`src/rtl/decode_pkg.sv`:
```
// Shared definitions for the RV32I decode stage.
// Holds the opcode constants, the ALU op codes, the control-word bit indices
// and the decoded-instruction payload struct.
package decode_pkg;

    localparam int unsigned XLEN_MAX = 64;
    localparam int unsigned CTRL_W   = 15;

    // Major opcodes (instr[6:0])
    localparam logic [6:0] OPC_LUI    = 7'b0110111;
    localparam logic [6:0] OPC_AUIPC  = 7'b0010111;
    localparam logic [6:0] OPC_JAL    = 7'b1101111;
    localparam logic [6:0] OPC_JALR   = 7'b1100111;
    localparam logic [6:0] OPC_BRANCH = 7'b1100011;
    localparam logic [6:0] OPC_LOAD   = 7'b0000011;
    localparam logic [6:0] OPC_STORE  = 7'b0100011;
    localparam logic [6:0] OPC_OP_IMM = 7'b0010011;
    localparam logic [6:0] OPC_OP     = 7'b0110011;

    // ALU op codes: low three bits mirror funct3, bit 3 is the alternate form
    localparam logic [3:0] ALU_ADD  = 4'd0;
    localparam logic [3:0] ALU_SUB  = 4'd8;
    localparam logic [3:0] ALU_SLL  = 4'd1;
    localparam logic [3:0] ALU_SLT  = 4'd2;
    localparam logic [3:0] ALU_SLTU = 4'd3;
    localparam logic [3:0] ALU_XOR  = 4'd4;
    localparam logic [3:0] ALU_SRL  = 4'd5;
    localparam logic [3:0] ALU_SRA  = 4'd13;
    localparam logic [3:0] ALU_OR   = 4'd6;
    localparam logic [3:0] ALU_AND  = 4'd7;

    // Control-word bit indices (ALU op occupies [3:0])
    localparam int unsigned CB_ALUSRC   = 4;
    localparam int unsigned CB_REGWRITE = 5;
    localparam int unsigned CB_MEMTOREG = 6;
    localparam int unsigned CB_MEMWRITE = 7;
    localparam int unsigned CB_MEMREAD  = 8;
    localparam int unsigned CB_BRANCH   = 9;
    localparam int unsigned CB_JALR     = 10;
    localparam int unsigned CB_JAL      = 11;
    localparam int unsigned CB_BNE      = 12;
    localparam int unsigned CB_LUI      = 13;
    localparam int unsigned CB_AUIPC    = 14;

    // Decoded instruction; imm is held at the widest XLEN and truncated by users
    typedef struct packed {
        logic [CTRL_W-1:0]   ctrl;
        logic [XLEN_MAX-1:0] imm;
        logic [4:0]          rs1;
        logic [4:0]          rs2;
        logic [4:0]          rd;
        logic [2:0]          funct3;
        logic                illegal;
    } dec_instr_t;

    // ALU op from funct3; instr[30] picks sra over srl, and sub over add for OP
    function automatic logic [3:0] alu_op(input logic [2:0] f3, input logic b30,
                                          input logic is_op);
        logic alt;
        alt = b30 && ((f3 == 3'd5) || (is_op && (f3 == 3'd0)));
        return {alt, f3};
    endfunction

endpackage

```
`src/rtl/decode_ibuf.sv`:
```
// Instruction FIFO for the decode stage.
// Ports: clk, rst_n, flush (empties the FIFO at the next edge), push/wdata,
// pop/rdata (rdata is the current head), count (occupancy), full, empty.
module decode_ibuf #(
    parameter int unsigned WIDTH = 64,
    parameter int unsigned DEPTH = 4
) (
    input  logic                       clk,
    input  logic                       rst_n,
    input  logic                       flush,
    input  logic                       push,
    input  logic [WIDTH-1:0]           wdata,
    input  logic                       pop,
    output logic [WIDTH-1:0]           rdata,
    output logic [$clog2(DEPTH):0]     count,
    output logic                       full,
    output logic                       empty
);

    localparam int unsigned PTR_W = $clog2(DEPTH);
    localparam int unsigned CNT_W = PTR_W + 1;

    logic [WIDTH-1:0] mem [DEPTH];
    logic [PTR_W-1:0] wr_ptr;
    logic [PTR_W-1:0] rd_ptr;
    logic [CNT_W-1:0] count_q;
    logic             do_push;
    logic             do_pop;

    assign full    = (count_q == CNT_W'(DEPTH));
    assign empty   = (count_q == '0);
    assign do_push = push && !full;
    assign do_pop  = pop && !empty;
    assign rdata   = mem[rd_ptr];
    assign count   = count_q;

    // Storage, pointers (wrap naturally at the power-of-two depth) and occupancy
    always_ff @(posedge clk or negedge rst_n) begin
        if (!rst_n) begin
            wr_ptr  <= '0;
            rd_ptr  <= '0;
            count_q <= '0;
            for (int unsigned i = 0; i < DEPTH; i++) begin
                mem[i] <= '0;
            end
        end else if (flush) begin
            wr_ptr  <= '0;
            rd_ptr  <= '0;
            count_q <= '0;
        end else begin
            if (do_push) begin
                mem[wr_ptr] <= wdata;
                wr_ptr      <= wr_ptr + PTR_W'(1);
            end
            if (do_pop) begin
                rd_ptr <= rd_ptr + PTR_W'(1);
            end
            case ({do_push, do_pop})
                2'b10:   count_q <= count_q + CNT_W'(1);
                2'b01:   count_q <= count_q - CNT_W'(1);
                default: count_q <= count_q;
            endcase
        end
    end

endmodule

```
`src/rtl/decode_stage.sv`:
```
// RV32I decode stage: buffers fetched instr/PC pairs, decodes the FIFO head
// into a control word and sign-extended immediate, and presents it in a
// registered valid/ready output slot with a one-bubble load-use interlock.
// Ports: clk, rst_n; fetch side in_valid/in_ready/in_instr/in_pc; flush;
// execute side out_valid/out_ready and the decoded fields out_pc, out_ctrl,
// out_imm, out_rs1, out_rs2, out_rd, out_funct3, out_illegal; ibuf_count.
module decode_stage
    import decode_pkg::*;
#(
    parameter int unsigned XLEN       = 32,
    parameter int unsigned IBUF_DEPTH = 4
) (
    input  logic                          clk,
    input  logic                          rst_n,
    input  logic                          in_valid,
    output logic                          in_ready,
    input  logic [31:0]                   in_instr,
    input  logic [XLEN-1:0]               in_pc,
    input  logic                          flush,
    output logic                          out_valid,
    input  logic                          out_ready,
    output logic [XLEN-1:0]               out_pc,
    output logic [CTRL_W-1:0]             out_ctrl,
    output logic [XLEN-1:0]               out_imm,
    output logic [4:0]                    out_rs1,
    output logic [4:0]                    out_rs2,
    output logic [4:0]                    out_rd,
    output logic [2:0]                    out_funct3,
    output logic                          out_illegal,
    output logic [$clog2(IBUF_DEPTH):0]   ibuf_count
);

    localparam int unsigned ENTRY_W = 32 + XLEN;

    logic [ENTRY_W-1:0] head;
    logic [31:0]        head_instr;
    logic [XLEN-1:0]    head_pc;
    logic               ibuf_full;
    logic               ibuf_empty;
    logic               push;
    logic               pop;
    logic               advance;
    logic               hazard;
    logic               hazard_pending;
    logic [4:0]         load_rd;

    dec_instr_t         dec;
    logic               uses_rs1;
    logic               uses_rs2;
    logic               is_load;

    assign in_ready   = !ibuf_full;
    assign push       = in_valid && in_ready && !flush;
    assign advance    = !out_valid || out_ready;
    assign head_instr = head[31:0];
    assign head_pc    = head[ENTRY_W-1:32];

    decode_ibuf #(
        .WIDTH (ENTRY_W),
        .DEPTH (IBUF_DEPTH)
    ) u_ibuf (
        .clk   (clk),
        .rst_n (rst_n),
        .flush (flush),
        .push  (push),
        .wdata ({in_pc, in_instr}),
        .pop   (pop),
        .rdata (head),
        .count (ibuf_count),
        .full  (ibuf_full),
        .empty (ibuf_empty)
    );

    // Combinational decode of the FIFO head
    always_comb begin
        logic [6:0]          opc;
        logic [XLEN_MAX-1:0] imm_i;
        logic [XLEN_MAX-1:0] imm_s;
        logic [XLEN_MAX-1:0] imm_b;
        logic [XLEN_MAX-1:0] imm_j;
        logic [XLEN_MAX-1:0] imm_u;

        dec      = '0;
        uses_rs1 = 1'b1;
        uses_rs2 = 1'b0;
        is_load  = 1'b0;

        opc   = head_instr[6:0];
        imm_i = {{52{head_instr[31]}}, head_instr[31:20]};
        imm_s = {{52{head_instr[31]}}, head_instr[31:25], head_instr[11:7]};
        imm_b = {{52{head_instr[31]}}, head_instr[7], head_instr[30:25],
                 head_instr[11:8], 1'b0};
        imm_j = {{44{head_instr[31]}}, head_instr[19:12], head_instr[20],
                 head_instr[30:21], 1'b0};
        imm_u = {{32{head_instr[31]}}, head_instr[31:12], 12'b0};

        dec.rs1    = head_instr[19:15];
        dec.rs2    = head_instr[24:20];
        dec.rd     = head_instr[11:7];
        dec.funct3 = head_instr[14:12];

        case (opc)
            OPC_JAL: begin
                dec.ctrl[CB_JAL]      = 1'b1;
                dec.ctrl[CB_REGWRITE] = 1'b1;
                dec.imm               = imm_j;
                uses_rs1              = 1'b0;
            end
            OPC_BRANCH: begin
                dec.ctrl[CB_BRANCH] = 1'b1;
                dec.ctrl[CB_BNE]    = head_instr[12];
                dec.ctrl[3:0]       = ALU_SUB;
                dec.imm             = imm_b;
                uses_rs2            = 1'b1;
            end
            OPC_STORE: begin
                dec.ctrl[CB_MEMWRITE] = 1'b1;
                dec.ctrl[CB_ALUSRC]   = 1'b1;
                dec.ctrl[3:0]         = ALU_ADD;
                dec.imm               = imm_s;
                uses_rs2              = 1'b1;
            end
            OPC_LOAD: begin
                dec.ctrl[CB_MEMREAD]  = 1'b1;
                dec.ctrl[CB_MEMTOREG] = 1'b1;
                dec.ctrl[CB_REGWRITE] = 1'b1;
                dec.ctrl[CB_ALUSRC]   = 1'b1;
                dec.ctrl[3:0]         = ALU_ADD;
                dec.imm               = imm_i;
                is_load               = 1'b1;
            end
            OPC_JALR: begin
                dec.ctrl[CB_JALR]     = 1'b1;
                dec.ctrl[CB_REGWRITE] = 1'b1;
                dec.ctrl[CB_ALUSRC]   = 1'b1;
                dec.ctrl[3:0]         = ALU_ADD;
                dec.imm               = imm_i;
            end
            OPC_OP_IMM: begin
                dec.ctrl[CB_REGWRITE] = 1'b1;
                dec.ctrl[CB_ALUSRC]   = 1'b1;
                dec.ctrl[3:0]         = alu_op(head_instr[14:12], head_instr[30], 1'b0);
                // Shifts take the zero-extended shamt instead of the I-immediate
                if (head_instr[13:12] == 2'b01) begin
                    dec.imm = XLEN_MAX'(head_instr[24:20]);
                end else begin
                    dec.imm = imm_i;
                end
            end
            OPC_OP: begin
                dec.ctrl[CB_REGWRITE] = 1'b1;
                dec.ctrl[3:0]         = alu_op(head_instr[14:12], head_instr[30], 1'b1);
                uses_rs2              = 1'b1;
            end
            OPC_LUI, OPC_AUIPC: begin
                dec.ctrl[CB_LUI]      = (opc == OPC_LUI);
                dec.ctrl[CB_AUIPC]    = (opc == OPC_AUIPC);
                dec.ctrl[CB_REGWRITE] = 1'b1;
                dec.ctrl[CB_ALUSRC]   = 1'b1;
                dec.imm               = imm_u;
                uses_rs1              = 1'b0;
            end
            default: begin
                dec.illegal = 1'b1;
            end
        endcase

        if (dec.rd == 5'd0) begin
            dec.ctrl[CB_REGWRITE] = 1'b0;
        end
    end

    // Immediate bits above XLEN are discarded when XLEN is narrower than the struct
    if (XLEN < XLEN_MAX) begin : g_imm_hi
        logic unused_imm_hi;
        assign unused_imm_hi = ^dec.imm[XLEN_MAX-1:XLEN];
    end

    // Load-use: a pending load's rd matches a register the head actually reads
    assign hazard = hazard_pending && !ibuf_empty &&
                    ((uses_rs1 && (dec.rs1 == load_rd)) ||
                     (uses_rs2 && (dec.rs2 == load_rd)));

    assign pop = advance && !ibuf_empty && !hazard && !flush;

    // Output slot and interlock state
    always_ff @(posedge clk or negedge rst_n) begin
        if (!rst_n) begin
            out_valid      <= 1'b0;
            out_pc         <= '0;
            out_ctrl       <= '0;
            out_imm        <= '0;
            out_rs1        <= '0;
            out_rs2        <= '0;
            out_rd         <= '0;
            out_funct3     <= '0;
            out_illegal    <= 1'b0;
            hazard_pending <= 1'b0;
            load_rd        <= '0;
        end else if (flush) begin
            out_valid      <= 1'b0;
            hazard_pending <= 1'b0;
        end else if (advance) begin
            if (ibuf_empty) begin
                out_valid <= 1'b0;
            end else if (hazard) begin
                out_valid      <= 1'b0;
                hazard_pending <= 1'b0;
            end else begin
                out_valid      <= 1'b1;
                out_pc         <= head_pc;
                out_ctrl       <= dec.ctrl;
                out_imm        <= dec.imm[XLEN-1:0];
                out_rs1        <= dec.rs1;
                out_rs2        <= dec.rs2;
                out_rd         <= dec.rd;
                out_funct3     <= dec.funct3;
                out_illegal    <= dec.illegal;
                hazard_pending <= is_load && (dec.rd != 5'd0);
                if (is_load) begin
                    load_rd <= dec.rd;
                end
            end
        end
    end

endmodule

```
`config.mk`:
```
export PLATFORM = sky130hd
export DESIGN_NAME = decode_stage
export DESIGN_NICKNAME = d
export VERILOG_FILES = /design/src/rtl/decode_pkg.sv /design/src/rtl/decode_ibuf.sv /design/src/rtl/decode_stage.sv
export SDC_FILE = /design/constraint.sdc
export NUM_CORES = 1
export LEC_CHECK = 0
export CAP_MARGIN = 20
export CORE_ASPECT_RATIO = 1.25
export CORE_MARGIN = 2
export CORE_UTILIZATION = 45
export DETAILED_ROUTE_END_ITERATION = 6
export PLACE_DENSITY_LB_ADDON = 0.1
export SLEW_MARGIN = 30
export SYNTH_ARGS = -nofsm -noshare
export SYNTH_HDL_FRONTEND = slang
export SYNTH_SLANG_ARGS = --single-unit
```
`constraint.sdc`:
```
create_clock -name clk -period 8.45 [get_ports clk]
set_clock_uncertainty 0.2 [all_clocks]
set_input_delay 0.845 -clock clk [delete_from_list [all_inputs] [get_ports clk]]
set_output_delay 0.845 -clock clk [all_outputs]
set_load 0.005 [all_outputs]
```
==> results of run 1 <==
[power by group through the flow]
stage	combinational (W)	clock [W]	sequential, W
detailed placement	0.00265	0	0.00304
global placement	0.00259	0	0.00303
CTS	0.00266	0.00163	0.00302
global route	0.00283	0.00170	0.00312
floorplan	0.00180	0	0.00285
finish	0.00263	0.00158	0.00301
[synthesized netlist by cell type (4+ instances only)]
| cell | instances |
|---|---|
| nor3_1 | 6 |
| mux2_2 | 335 |
| ha_1 | 4 |
| nor2_1 | 16 |
| nand2b_1 | 4 |
| a2bb2oi_2 | 10 |
| nor4_1 | 4 |
| inv_1 | 19 |
| a21oi_1 | 12 |
| o22ai_1 | 5 |
| a22o_1 | 5 |
| nand2_1 | 49 |
| mux2i_1 | 11 |
| a31oi_1 | 4 |
| buf_2 | 7 |
| buf_6 | 10 |
| o21ai_0 | 16 |
| clkbuf_1 | 43 |
| nand3_1 | 15 |
| xnor2_1 | 11 |
| dfrtp_1 | 367 |
| and4_1 | 10 |
| and2_1 | 4 |
| mux4_2 | 61 |
[metal layers]
| metal | vias to the layer above | routed length, um | GRT usage [%] |
|---|---|---|---|
| li1 | 4318 | - | - |
| met5 | - | 18 | 0 |
| met4 | 2 | 877 | 5.81 |
| met3 | 54 | 2150 | 4.30 |
| met2 | 270 | 18900 | 35.3 |
| met1 | 5071 | 16700 | 27.9 |
[worst max-delay path: cells and delay by family (launching register included)]
family	cells	cell delay (ns)
flip-flops	1	1.01
buffers and inverters	2	1.40
AND/OR/NAND/NOR	3	0.74
multiplexers	2	1.30
AO/OA/AOI/OAI	1	0.52
[per-stage QoR]
step                      area (um^2)  power [W]  util (%)
after global routing            19700    0.00766      54.5
final                           19700    0.00722      54.5
after floorplan                 16400    0.00466         -
after global placement          18500    0.00561      51.2
after CTS                       19700    0.00731      54.5
after detailed placement        18500    0.00569      51.3
[final cells by class]
| cell class | count | area share, % |
|---|---|---|
| flip-flops and latches | 367 | 46.7 |
| multi-input cells | 627 | 34.5 |
| repair buffers | 188 | 9.58 |
| clock buffers | 57 | 5.71 |
| well taps | 480 | 3.05 |
| inverters | 19 | 0.362 |
| clock inverters | 5 | 0.146 |
[final timing paths]
| kind | start | to |
|---|---|---|
| min in group clk | u_ibuf.mem[110] | u_ibuf.mem[110] |
| max in group asynchronous | rst_n | u_ibuf.rd_ptr[1] |
| setup / recovery | u_ibuf.rd_ptr[0] | out_pc[9] |
| hold reg to reg | u_ibuf.mem[110] | u_ibuf.mem[110] |
| hold / removal | rst_n | u_ibuf.mem[74] |
| setup reg to reg | u_ibuf.rd_ptr[0] | out_pc[9] |
[cells by family after synthesis]
| family | share of synthesized area [%] |
|---|---|
| buf+inv | 2.63 |
| xor+xnor | 0.589 |
| simple gates | 4.48 |
| compound gates | 3.41 |
| flops | 56.1 |
| mux | 32.3 |
| fa+ha+maj | 0.428 |
[flip-flops by register name (all words and copies together) (netlist names)]
| signal | count |
|---|---|
| out_funct3 | 3 |
| u_ibuf.wr_ptr | 2 |
| u_ibuf.mem | 256 |
| out_pc | 32 |
| out_valid | 1 |
| out_imm | 32 |
| out_rs2 | 5 |
| out_rs1 | 5 |
| out_illegal | 1 |
| u_ibuf.rd_ptr | 2 |
| u_ibuf.count | 3 |
| load_rd | 5 |
| out_rd | 5 |
| hazard_pending | 1 |
| out_ctrl | 14 |
==> results.py, run 1 <==
metrics = {
    "placed_design": {
        "post-place-cells": 1680,
        "portBuffers": 171,
        "preCtsSetupSlack_ns": 3.05,
        "hpwl_mm": 24.7,
        "globalplace.congestion": 0.858,
    },
    "min_path": {
        "hold_class": "input port to async pin",
    },
    "synth": {
        "async_flop_share_pct": 100,
        "yosysWarnings": 0,
        "synth_seq_cells": 367,
        "syn_inst": 1078,
        "syn-num-nets": 1152,
        "synth_edf_count": 0,
        "synth_cell_types": 57,
        "ys.flop_type": "dfrtp_1",
        "synth.yosys.seq_area_share_pct": 56.1,
        "syn_avg_cell_area_um2": 15.2,
        "synth_top_cells_by_area": "dfrtp_1, mux2_2, mux4_2, nand2_1, clkbuf_1",
        "synth_top_area_share_pct": 56.1,
        "yosysTopAreaCell": "dfrtp_1",
        "synthesis.area_mm2": 0.0164,
    },
    "timing": {
        "worstMarginPinSlew_ns": 0.948,
        "max_freq_ghz": 0.187,
        "finalCritPeriodShare_pct": 63.2,
        "hold_viol": 0,
        "fin_ws_ns": 3.11,
        "period_minus_slack_ns": 5.34,
        "slew_headroom_pct": 36.8,
        "rsz0062_at_grt": "no",
        "setup_viol": 0,
        "drv_slew": 0,
        "fin_setup_tns_ns": 0,
        "hold_slack_ns": 0.102,
    },
    "finish": {
        "regArea_mm2": 0.00919,
        "final_common_cell": "dfrtp_1",
        "nNetsFinal": 1315,
        "drive_gt1_share_pct": 38.9,
        "final_cell_mix": "dfrtp_1, mux2_2, clkdlybuf4s50_1, mux4_2, nand2_1",
        "finalNonFillerCells": 1743,
        "fillerInstances": 3045,
        "syn_to_final_growth_pct": 20.3,
        "multi_input_area_mm2": 0.00678,
        "antenna_cells": 0,
    },
    "floorplanning": {
        "die_h_um": 217,
        "start_util_pct": 45.3,
        "core_mm2": 0.0361,
        "rows": 78,
        "ioPinCount": 172,
        "die_x_um": 175,
        "die_area_mm2": 0.0379,
    },
    "pwr": {
        "ir_worst_vdd_uv": 191,
        "pwr-share-comb_pct": 36.4,
        "power.density_mw_per_mm2": 367,
        "p_seq_share_pct": 41.7,
        "clock_power_share_pct": 21.8,
        "leakagePower_nw": 8.43,
        "p_switching_w": 0.00222,
        "intPower_w": 0.00500,
        "swShare_pct": 30.7,
    },
    "worst_setup_path": {
        "crit_path_frequent_cell": "buf_4",
        "critPathArrivalTime_ns": 5.55,
        "crit_type": "flip-flop to flip-flop",
        "endpoint_kind": "flip-flop",
        "slowest_delay_ns": 1.01,
        "required_ns": 8.66,
        "critPathLaunchType": "flip-flop",
        "crit_fanout": 58,
        "r2r_setup_slack_ns": 3.11,
        "cp_cell_sequence": "mux4_1 -> nand4b_1 -> a211oi_4 -> nor4_4 -> nor3_4 -> buf_4 -> buf_4 -> mux2_2",
        "rr_worst_depth": 8,
        "crit_slowest_cell": "dfrtp_4",
    },
    "routing": {
        "ant_nets": 0,
        "drt-total-wl_mm": 38.7,
        "vias": 9715,
        "dr.pass1.iters": 5,
        "drt_iter0_drc": 634,
        "drc": 0,
        "via_per_inst": 5.57,
        "wl_per_cell_um": 22.2,
    },
    "clock_network": {
        "postCtsSetupBuffers": 0,
        "cts-root-buf": "clkbuf_16",
        "holdBufCountCts": 0,
        "clkSinkCount": 367,
        "h-tree-depth": 2,
        "cts-buffers-inserted": 38,
        "cts.clk_slew.worst_paths_ns": 0.06,
        "cts_resized": 0,
        "clk_path_buf_depth": 3,
        "insertion_delay_ns": 0.53,
        "cts_tree": "yes",
    },
    "run": {
        "maxCapViolCount": 0,
    },
    "grt": {
        "grt_pass1_wl_mm": 61.8,
        "overflow": 0,
        "grt_start_max_net_pins": 144,
        "first_global_vias": 10423,
        "antenna_found_initial": 1,
        "grt.total_usage_pct": 21.0,
    },
    "status": {
        "status": "finished clean",
    },
}
(Power assumes the default switching activity.)
==> run 2, diff against run 1 <==
==> constraint.sdc (replaced) <==
create_clock -name clk -period 5.06 [get_ports clk]
set_clock_uncertainty 0.2 [all_clocks]
set_input_delay 0.506 -clock clk [delete_from_list [all_inputs] [get_ports clk]]
set_output_delay 0.506 -clock clk [all_outputs]
set_load 0.005 [all_outputs]
==> run 2 against run 1 <==
Clock power is 86% higher. Core utilization grew 0.55 points. Highest routed layer is now met4. Largest power group unchanged. Via count is 0.73% higher. First-iteration DRC count shrank 23%. Sequential power is 65% higher.
==> results.py, run 2 (synthesized netlist as in run 1, its figures left out) <==
metrics = {
    "status": {
        "status": "finished clean",
    },
    "placed_design": {
        "globalplace.congestion": 0.810,
        "preCtsSetupSlack_ns": 0.760,
        "portBuffers": 171,
        "hpwl_mm": 24.7,
        "place_area_mm2": 0.0186,
    },
    "worst_setup_path": {
        "r2r_setup_slack_ns": 0.76,
        "r2r-end": "u_ibuf.count[2]",
        "critPathLaunchType": "flip-flop",
        "cp_cell_sequence": "mux4_1 -> or3b_4 -> a211oi_4 -> nor4_4 -> nor3_4 -> and2_1 -> fa_1 -> nor3b_1 -> a22oi_1 -> o311a_1 -> nand3_1",
        "cp_top_family": "simple AND/OR/NAND/NOR gates",
        "rr_worst_depth": 11,
        "slowest_delay_ns": 0.80,
        "crit_type": "flip-flop to flip-flop",
        "path_buf_inv": 0,
        "crit_slowest_cell": "mux4_1",
        "cp.depth": 11,
        "endpoint_kind": "flip-flop",
        "required_ns": 5.33,
        "critPathArrivalTime_ns": 4.57,
        "worstReg2RegStart": "u_ibuf.rd_ptr[0]",
        "crit_fanout": 14,
    },
    "timing": {
        "hold_slack_ns": 0.298,
        "worstMarginPinSlew_ns": 0.899,
        "period_minus_slack_ns": 4.30,
        "hold_viol": 0,
        "finalCritPeriodShare_pct": 85.0,
        "slew_headroom_pct": 40.1,
        "drv_slew": 0,
        "fin_setup_tns_ns": 0,
        "rsz0062_at_grt": "no",
        "fin_ws_ns": 0.758,
        "max_freq_ghz": 0.232,
        "setup_viol": 0,
    },
    "finish": {
        "largest_register_ffs": 256,
        "top_regs": "u_ibuf.mem: 256 flops, out_imm: 32 flops, out_pc: 32 flops",
        "drive_gt1_share_pct": 39.3,
        "regMostFlops": "u_ibuf.mem",
        "fin_util_pct": 55.1,
        "fin_area_mm2": 0.0199,
        "syn_to_final_growth_pct": 21.5,
        "final_common_cell": "dfrtp_1",
        "antenna_cells": 0,
        "final_cell_mix": "dfrtp_1, mux2_2, clkdlybuf4s50_1, mux4_2, nand2_1",
        "nNetsFinal": 1318,
        "fillerInstances": 3042,
    },
    "min_path": {
        "min_from": "u_ibuf.mem[88]",
        "whs_path_depth": 1,
        "hold_class": "flip-flop to flip-flop",
        "hold-path-endpoint": "u_ibuf.mem[88]",
    },
    "floorplanning": {
        "rows": 78,
        "die_x_um": 175,
        "die_h_um": 217,
        "start_util_pct": 45.3,
        "ioPinCount": 172,
        "core_mm2": 0.0361,
        "die_area_mm2": 0.0379,
    },
    "run": {
        "maxCapViolCount": 0,
    },
    "grt": {
        "grt.total_usage_pct": 21.0,
        "grt_pass1_wl_mm": 61.7,
        "first_global_vias": 10524,
        "antenna_found_initial": 0,
        "overflow": 0,
        "grt_start_max_net_pins": 115,
    },
    "pwr": {
        "ir_worst_vdd_uv": 336,
        "power.density_mw_per_mm2": 623,
        "leakagePower_nw": 8.52,
    },
    "clock_network": {
        "clkSinkCount": 367,
        "insertion_delay_ns": 0.54,
        "cts_tree": "yes",
        "h-tree-depth": 2,
        "clk_path_buf_depth": 3,
        "cts.clk_slew.worst_paths_ns": 0.06,
        "cts-root-buf": "clkbuf_16",
        "cts-buffers-inserted": 40,
    },
    "routing": {
        "vias": 9786,
        "dr.pass1.iters": 5,
        "drt-total-wl_mm": 38.9,
        "via_per_inst": 5.59,
        "drt_iter0_drc": 490,
        "drc": 0,
        "wl_per_cell_um": 22.2,
        "ant_nets": 0,
    },
}
==> run 2: cell count changes in the layout (fill, tap and decap cells not counted), sizes merged <==
cell / before / now
bufinv: 0 / 4
clkinvlp: 0 / 1
dlygate4sd3: 0 / 1
clkinv: 4 / 6
==> run 2: stage by stage <==
| step | total power [W] | cells |
|---|---|---|
| CTS | 0.0125 | 1751 |
| finish | 0.0124 | 1751 |
| global route | 0.0131 | 1751 |
| floorplan | 0.00778 | 1078 |
| global placement | 0.00941 | 1681 |
| detailed placement | 0.00954 | 1681 |
==> run 2: worst max-delay path by stage <==
stage / startpoint / to / slack, ns
4_1_cts: u_ibuf.rd_ptr[0] / u_ibuf.count[2] / 0.73
3_5_place_dp: u_ibuf.rd_ptr[0] / u_ibuf.count[2] / 0.76
3_3_place_gp: u_ibuf.rd_ptr[0] / u_ibuf.count[2] / 0.86
5_1_grt: u_ibuf.rd_ptr[0] / u_ibuf.count[2] / 0.52
6_report: u_ibuf.rd_ptr[0] / u_ibuf.count[2] / 0.76
2_1_floorplan: u_ibuf.rd_ptr[1] / u_ibuf.count[2] / 0.85
==> run 2: area by class of cell <==
cell class | count | area (um^2) | area share (%)
well taps | 480 | 601 | 3.02
clock buffers | 57 | 1150 | 5.76
repair buffers | 189 | 1920 | 9.64
flip-flops and latches | 367 | 9190 | 46.2
inverters | 19 | 71.3 | 0.359
clock inverters | 12 | 169 | 0.850
multi-input cells | 627 | 6790 | 34.1
==> run 2: power by group <==
group | internal, W | leakage [nW] | switching [W]
Sequential | 0.00424 | 4.64 | 0.000724
Combinational | 0.00260 | 3.24 | 0.00187
Clock | 0.00178 | 0.646 | 0.00117
==> run 2: worst register-to-register path, stage by stage, from the launching register on <==
cell      delay (ns)
dfrtp_4         0.56
mux4_1          0.81
or3b_4          0.35
a211oi_4        0.11
nor4_4          0.73
nor3_4          0.10
and2_1          0.20
fa_1            0.42
nor3b_1         0.37
a22oi_1         0.14
o311a_1         0.14
nand3_1         0.08
==> run 2: what timing repair did <==
item                       4_1_cts  5_1_grt
gates resized for setup          0        0
hold endpoints to repair        84        0
hold buffers                     1        0
buffers inserted                 0        0
setup endpoints to repair        0        0
==> run 2: layer usage <==
metal	up-vias	track usage, %	wire [um]	share of wire (%)
li1	4333	-	-	-
met3	61	4.44	1990	5.1
met4	0	5.67	865	2.2
met5	-	0	0	0
met2	238	36.0	19300	50
met1	5154	27.3	16700	43
